===== src/rtl/hamming_enc_seq.sv =====
// -----------------------------------------------------------------------------
// hamming_enc_seq
//
// Sequencer that reads NUM_MSG packed 11-bit messages (two bytes each, lo byte
// first) from data memory starting at SRC_BASE. It encodes each message as a
// Hamming (16,11) codeword with overall parity and writes the two codeword
// bytes starting at DST_BASE. While busy it owns the memory port. done is a
// level that stays high after the job until the next accepted start.
//
// Ports:
//   clk_i          clock, rising edge
//   rst_n_i        asynchronous active-low reset
//   start_i        job request, only honoured in IDLE
//   mem_addr_o     data-memory byte address
//   mem_rd_data_i  data-memory read data (combinational w.r.t. mem_addr_o)
//   mem_wr_en_o    data-memory write enable
//   mem_wr_data_o  data-memory write data
//   busy_o         job in progress
//   done_o         job complete (level)
//
// State table:
//   state    | meaning
//   ---------+---------------------------------------------------------------
//   S_IDLE   | waiting for start; done_o holds its last value
//   S_RD_LO  | drive source lo-byte address
//   S_RD_HI  | capture lo byte, drive source hi-byte address
//   S_WR_LO  | encode with live hi byte, write codeword lo byte
//   S_WR_HI  | write codeword hi byte, advance to the next message or finish
//   S_DONE   | drop busy, raise done
//
// All outputs are registered on the edge that leaves a state. The memory bus
// therefore trails the state register by one cycle, and the read data for an
// address issued from state X is captured while the FSM sits in the state
// after X.
// -----------------------------------------------------------------------------
module hamming_enc_seq #(
  parameter int unsigned NUM_MSG  = 15,
  parameter int unsigned SRC_BASE = 0,
  parameter int unsigned DST_BASE = 30,
  parameter int unsigned AW       = 8
) (
  input  logic          clk_i,
  input  logic          rst_n_i,
  input  logic          start_i,
  output logic [AW-1:0] mem_addr_o,
  input  logic [7:0]    mem_rd_data_i,
  output logic          mem_wr_en_o,
  output logic [7:0]    mem_wr_data_o,
  output logic          busy_o,
  output logic          done_o
);

  localparam int unsigned    IW    = 7;
  localparam logic [IW-1:0]  LAST  = IW'(NUM_MSG - 1);
  localparam logic [AW-1:0]  SRC_A = AW'(SRC_BASE);
  localparam logic [AW-1:0]  DST_A = AW'(DST_BASE);
  localparam logic [AW-1:0]  ONE_A = AW'(1);

  typedef enum logic [2:0] {
    S_IDLE,
    S_RD_LO,
    S_RD_HI,
    S_WR_LO,
    S_WR_HI,
    S_DONE
  } state_e;

  state_e        state_q;
  logic [IW-1:0] i_q;
  logic [7:0]    lo_q;
  logic [7:0]    hi_byte_q;
  logic [AW-1:0] addr_q;
  logic          wr_en_q;
  logic [7:0]    wr_data_q;
  logic          busy_q;
  logic          done_q;

  logic [AW-1:0] ofs_d;
  logic [AW-1:0] src_lo_d;
  logic [AW-1:0] dst_lo_d;
  logic [15:0]   cw_d;

  // Codeword layout: hi byte {d11..d5, p8}, lo byte {d4, d3, d2, p4, d1, p2, p1, p0}.
  function automatic logic [15:0] encode(input logic [7:0] lo, input logic [2:0] hi);
    logic [11:1] d;
    logic        p8, p4, p2, p1, p0;
    d  = {hi, lo};
    p8 = ^d[11:5];
    p4 = (^d[11:8]) ^ (^d[4:2]);
    p2 = d[11] ^ d[10] ^ d[7] ^ d[6] ^ d[4] ^ d[3] ^ d[1];
    p1 = d[11] ^ d[9]  ^ d[7] ^ d[5] ^ d[4] ^ d[2] ^ d[1];
    p0 = (^d) ^ p8 ^ p4 ^ p2 ^ p1;
    return {d[11:5], p8, d[4], d[3], d[2], p4, d[1], p2, p1, p0};
  endfunction

  // Address arithmetic wraps modulo 2^AW.
  assign ofs_d    = AW'({i_q, 1'b0});
  assign src_lo_d = SRC_A + ofs_d;
  assign dst_lo_d = DST_A + ofs_d;

  // In S_WR_LO the bus still carries the source hi-byte address, so the live
  // read data is the hi byte of the current message.
  assign cw_d = encode(lo_q, mem_rd_data_i[2:0]);

  always_ff @(posedge clk_i or negedge rst_n_i) begin
    if (!rst_n_i) begin
      state_q   <= S_IDLE;
      i_q       <= '0;
      lo_q      <= '0;
      hi_byte_q <= '0;
      addr_q    <= '0;
      wr_en_q   <= 1'b0;
      wr_data_q <= '0;
      busy_q    <= 1'b0;
      done_q    <= 1'b0;
    end else begin
      case (state_q)
        S_IDLE: begin
          if (start_i) begin
            done_q  <= 1'b0;
            i_q     <= '0;
            state_q <= S_RD_LO;
          end
        end
        S_RD_LO: begin
          addr_q  <= src_lo_d;
          wr_en_q <= 1'b0;
          busy_q  <= 1'b1;
          state_q <= S_RD_HI;
        end
        S_RD_HI: begin
          lo_q    <= mem_rd_data_i;
          addr_q  <= src_lo_d + ONE_A;
          state_q <= S_WR_LO;
        end
        S_WR_LO: begin
          addr_q    <= dst_lo_d;
          wr_en_q   <= 1'b1;
          wr_data_q <= cw_d[7:0];
          hi_byte_q <= cw_d[15:8];
          state_q   <= S_WR_HI;
        end
        S_WR_HI: begin
          addr_q    <= dst_lo_d + ONE_A;
          wr_en_q   <= 1'b1;
          wr_data_q <= hi_byte_q;
          if (i_q == LAST) begin
            state_q <= S_DONE;
          end else begin
            i_q     <= i_q + 1'b1;
            state_q <= S_RD_LO;
          end
        end
        S_DONE: begin
          wr_en_q <= 1'b0;
          busy_q  <= 1'b0;
          done_q  <= 1'b1;
          state_q <= S_IDLE;
        end
        default: begin
          state_q <= S_IDLE;
        end
      endcase
    end
  end

  assign mem_addr_o    = addr_q;
  assign mem_wr_en_o   = wr_en_q;
  assign mem_wr_data_o = wr_data_q;
  assign busy_o        = busy_q;
  assign done_o        = done_q;

endmodule


===== config.mk =====
export PLATFORM = sky130hd
export DESIGN_NAME = hamming_enc_seq
export DESIGN_NICKNAME = d
export VERILOG_FILES = /design/src/rtl/hamming_enc_seq.sv
export SDC_FILE = /design/constraint.sdc
export NUM_CORES = 1
export LEC_CHECK = 0
export BUFFER_PORTS_ARGS = -buffer_cell sky130_fd_sc_hd__buf_2
export CAP_MARGIN = 30
export CORE_MARGIN = 2
export CORE_UTILIZATION = 55
export CTS_BUF_LIST = sky130_fd_sc_hd__clkbuf_4
export DETAILED_ROUTE_END_ITERATION = 6
export PLACE_DENSITY = 0.76
export SETUP_SLACK_MARGIN = 0.5
export SYNTH_ARGS = -nofsm -noshare
export SYNTH_HDL_FRONTEND = slang
export SYNTH_SLANG_ARGS = --single-unit
export TNS_END_PERCENT = 5

===== constraint.sdc =====
create_clock -name clk_i -period 2.51 [get_ports clk_i]
set_input_delay 0.3765 -clock clk_i [delete_from_list [all_inputs] [get_ports clk_i]]
set_output_delay 0.3765 -clock clk_i [all_outputs]
set_load 0.005 [all_outputs]

# [Yosys cells after proc, flatten, opt, wreduce, memory -nomap -nowiden]
# Cells that the tools add are included.
[word_totals] reg_bits=45 input_bits=11 word_cells=65
[op_classes] add_sub_neg=4 eq_ne=8 n_mux=12 n_bitwise=17 n_reduce_logical=15
[op_table] cell="$pmux 8 s4" count=1
[op_table] cell="$xor 1x1->1" count=17
[op_table] cell="$add 8x1->8 const B" count=2
[op_table] cell="$pmux 8 s2" count=1
[op_table] cell="$pmux 3 s5" count=1
[op_table] cell="$mux 7" count=2
[op_table] cell="$pmux 7 s2" count=1
[op_table] cell="$reduce_xor 11->1" count=1
[op_table] cell="$reduce_bool 2->1" count=5
[op_table] cell="$add 5x8->8 const A" count=1
[op_table] cell="$add 7x1->7 const B" count=1
[op_table] cell="$eq 7x4->1 const B" count=1
[op_table] cell="$reduce_xor 7->1" count=1
[op_table] cell="$eq 3x2->1 const B" count=2
[op_table] cell="$eq 3x3->1 const B" count=2
[op_table] cell="$mux 3" count=2
[op_table] cell="$pmux 1 s2" count=3
[op_table] cell="$ne 2x2->1 const B" count=2
[op_table] cell="$reduce_bool 4->1" count=1
[op_table] cell="$reduce_or 2->1" count=2
[op_table] cell="$reduce_xor 4->1" count=1
[op_table] cell="$eq 3x1->1 const B" count=1
[op_table] cell="$logic_not 3->1" count=1
[op_table] cell="$reduce_and 3->1" count=1
[op_table] cell="other kinds (3)" count=3

# [Logic depth before layout (Yosys ltp)]
[depth] word_depth=9 ltp_mapped=7 mapped_depth_nobuf=6

# [Least setup slack after synthesis]
# OpenSTA, ideal clock, no wires.
[synth_path] path_type="register to register" start="register i_q[0]" end="register i_q[0]" arrival_ps=1694 required_time_ps=2389 slack_ps=695 stages_incl_launch_ff=8 path_buffers=1 synth_period_minus_slack_ps=1815 path_cell_list="dfrtp_1 buf_4 inv_1 ha_1 nand4b_4 or3_1 mux2_2 a22o_1"
[synth_via] elab_chain_cells=3 elab_cells_between_ends=6 cone_classes="add/sub: 1; eq/ne: 2; mux: 2; reduce/logical: 1"
[synth_rtl] item="start, declared" line_no="69" source="logic [IW-1:0] i_q;"
[synth_rtl] item="start signal, assigned" line_no="150" source="i_q <= i_q + 1'b1;"
[synth_rtl] item="$add 7x1->7 or $eq 7x4->1 (tied branches)" line_no="150, 147"
[synth_rtl] item="$mux 7 or $ne 2x2->1 (tied branches)"
[synth_rtl] item="$pmux 7 s2 or $reduce_and 3->1 (tied branches)"
# Parallel ways exist; a longest one is shown, timed or not. The select of a mux whose other input is x is not followed.
# A chain may end at the register's enable or synchronous reset.

# [Worst setup path after layout]
# Same ends and word-level chain as after synthesis.

==> impl_metrics.tcl <==
set metrics [dict create \
    status "finished clean" \
    place_congestion 0.821 \
    grt_max_degree 31 \
    synth_edf_count 0 \
    p_int_mw 2.30 \
    relSlewSlack 0.567 \
    grt.overflow.total 0 \
    first_global_vias 1996 \
    startpoint "i_q[0]" \
    cellPowerDensity_nw_per_um2 1350 \
    grt_pass1_wl_mm 9.74 \
    synthXorXnorAreaFrac 0.0877 \
    fp.dieH_um 74.4 \
    regArea_um2 1130 \
    syn_area_per_cell_um2 11.0 \
    fin_worst_skew_ns 0.0146 \
    stdcell_count 339 \
    combPwrFrac 0.559 \
    r2r_cells 6 \
    hold_slack_ns 0.243 \
    p_sw_frac 0.419 \
    ios 30 \
    root_buffer "clkbuf_4" \
    clk_pin_slew_ns 0.14 \
    rows 25 \
    rsz0062_at_grt "true" \
    multiInputGateArea_um2 1440 \
    synth_ff_type "dfrtp_1" \
    port-buffer-count 29 \
    wl_mm 5.65 \
    path_cells "inv_1 -> ha_1 -> nand4b_4 -> or3_1 -> mux2_2 -> a22o_1" \
    tns_ns 0 \
    cp_num_buf_inv 1 \
    critPathCaptureType "register" \
    slew_violations 0 \
    fin_crit_sh 0.777 \
    netlist_area_um2 2730 \
    hold_depth 2 \
    crit_required_ns 2.79 \
    hold_path_end "lo_q[7]" \
    ir_worst_vdd_mv 0.729 \
    yosysUniqueCellTypes 61 \
    worstMarginPinSlew_ns 0.641 \
    hold_path_class "in -> reg" \
    max_freq_mhz 512 \
    core_um2 4750 \
    groute.usage.overall 0.230 \
    cpPeakStageDelay_ns 0.51 \
    synth_mux_area_frac 0.0854 \
    synth_compound_area_frac 0.201 \
    rrSetupSlack_ns 0.56 \
    critPathSlowestCell "dfrtp_1" \
    reg2reg_from "i_q[0]" \
    cts_made_buffers 5 \
    yosysSeqAreaShare 0.413 \
    finalNetCount 285 \
    cts_buffer_depth 2 \
    dp_hpwl_mm 4.00 \
    crit_family "simple AND/OR/NAND/NOR gates" \
    setup.worst_path.start_class "register" \
    drive_gt1_frac 0.257 \
    drc 0 \
    p_leak_nw 1.35 \
    drv_cap 0 \
    synth_fa_ha_area_frac 0.0138 \
    synth.net_count 261 \
    tritoncts "yes" \
    netlist_instances 247 \
    synth_top_family_by_area "compound AO/OA/AOI/OAI gates" \
    drtAntennaViolNets 0 \
    setup_viol 0 \
    r2r_end "i_q[0]" \
    num_antenna_cells 0 \
    cts.sinks 45 \
    arrival_ns 2.23 \
    antenna_found_initial 0 \
    p_sw_mw 1.66 \
    n_fill_cell 431 \
    synth-simple-area-share 0.139 \
    area_growth_pct 7.25 \
    place_inst 330 \
    synth.ff_latch_count 45 \
    initial_core_util 0.573 \
    criticalPathCategory "reg -> reg" \
    period_minus_slack_ns 1.95 \
    drtIter0Drc 110 \
    clockPowerShare 0.089 \
    yosysWarnings 0 \
    layout_commonest_cell "dfrtp_1" \
    hp-start "mem_rd_data_i[7]" \
    power_frac_seq 0.352 \
    layout_common_cells "44 x dfrtp_1, 29 x buf_2, 16 x nand2_1, 16 x mux2_2, 15 x xnor2_1" \
    hold_viol_final 0 \
    fp.dieW_um 74.4 \
    drtPass1Iterations 4 \
    fp.dieArea_um2 5540 \
    clk_latency_ns 0.37 \
    vias_per_cell 5.86 \
    cp_max_fo 10 \
    async_flop_share 1.00 \
    wire_per_inst_um 16.7 \
    h-tree-depth 2 \
    num_vias 1987 \
]
## cell type report
class	count	share of cell area
Sequential cell	45	0.386
Timing Repair Buffer	36	0.0685
Clock inverter	2	0.00342
Clock buffer	6	0.0154
Tap cell	67	0.0287
Multi-Input combinational cell	177	0.491
Inverter	6	0.00770
## worst max path at each step
stage | cells past startpoint | slack (ns) | endpoint
detailed placement | 6 | 0.60 | i_q[0]
global route | 6 | 0.48 | i_q[0]
finish | 6 | 0.56 | i_q[0]
floorplan | 7 | 0.70 | i_q[0]
global placement | 4 | 0.65 | i_q[6]
CTS | 6 | 0.57 | i_q[0]
## cells by family (layout without fill, tap and decap cells)
group	after synthesis	count (layout)
AOI/OAI and AO/OA	72	72
xor gates and xnor gates	21	21
DFF	45	45
and+or+nand+nor	60	60
buffers and inverters	25	50
muxes	21	21
adders and majority gates	3	3
## flip-flops by register name, summed over array words and instances (netlist names)
name / cells
lo_q: 8
mem_wr_en_o: 1
state_q: 3
i_q: 7
mem_addr_o: 8
hi_byte_q: 8
mem_wr_data_o: 8
done_o: 1
busy_o: 1
## stage by stage
step                utilization  total power [mW]  area (um^2)  setup slack, ns
floorplan                     -              3.14         2730            0.695
global placement          0.601              3.55         2860            0.650
detailed placement        0.601              3.61         2860            0.596
CTS                       0.615              3.97         2920            0.565
global route              0.615              4.27         2920            0.477
finish                    0.615              3.96         2920            0.559
## worst reg2reg max path: cells and delay by family (launching register included)
family	cells	cell delay [ns]
compound gates	1	0.17
simple gates	2	0.52
flops	1	0.51
mux	1	0.29
buf+inv	1	0.15
fa+ha+maj	1	0.20
## Yosys cell counts (all sizes together), types with 3 or more instances
| cell type | number | area, um^2 |
|---|---|---|
| xnor3 | 4 | 90.1 |
| buf | 10 | 78.8 |
| a22o | 13 | 114 |
| mux2 | 18 | 203 |
| xnor2 | 15 | 131 |
| nor2b | 4 | 25.0 |
| o211ai | 4 | 43.8 |
| ha | 3 | 37.5 |
| nand3b | 5 | 50.1 |
| a21oi | 12 | 60.1 |
| o21ai | 10 | 50.0 |
| o221ai | 3 | 26.3 |
| nand2 | 16 | 60.1 |
| or4 | 3 | 22.5 |
| a21o | 3 | 22.5 |
| mux2i | 3 | 30.0 |
| nand3 | 3 | 15.0 |
| or3 | 3 | 18.8 |
| nor2 | 13 | 67.6 |
| inv | 6 | 22.5 |
| clkbuf | 9 | 63.8 |
| dfrtp | 45 | 1130 |
| o31ai | 4 | 30.0 |
| a22oi | 6 | 58.8 |
## power groups by stage
| stage | clock network, mW | logic, mW | registers [mW] |
|---|---|---|---|
| 2_1_floorplan | 0 | 1.87 | 1.26 |
| 6_report | 0.352 | 2.21 | 1.39 |
| 5_1_grt | 0.388 | 2.44 | 1.44 |
| 3_3_place_gp | 0 | 2.15 | 1.40 |
| 3_5_place_dp | 0 | 2.20 | 1.41 |
| 4_1_cts | 0.367 | 2.21 | 1.39 |
## timing repair
action | 4_1_cts | 5_1_grt
hold endpoints to repair | 15 | 0
resized for setup | 0 | 1
buffers inserted | 0 | 0
endpoints found under the setup margin | 0 | 15
hold buffers | 1 | 0
## per-layer routing
layer	wire length (um)	vias up	share of wire	global-route usage
met5	0	-	0	0
met4	48	0	0.0085	0.0655
met3	179	5	0.032	0.0366
met2	2610	33	0.46	0.359
met1	2820	983	0.50	0.335
li1	-	966	-	-
Power figures use the tool's default switching activity.
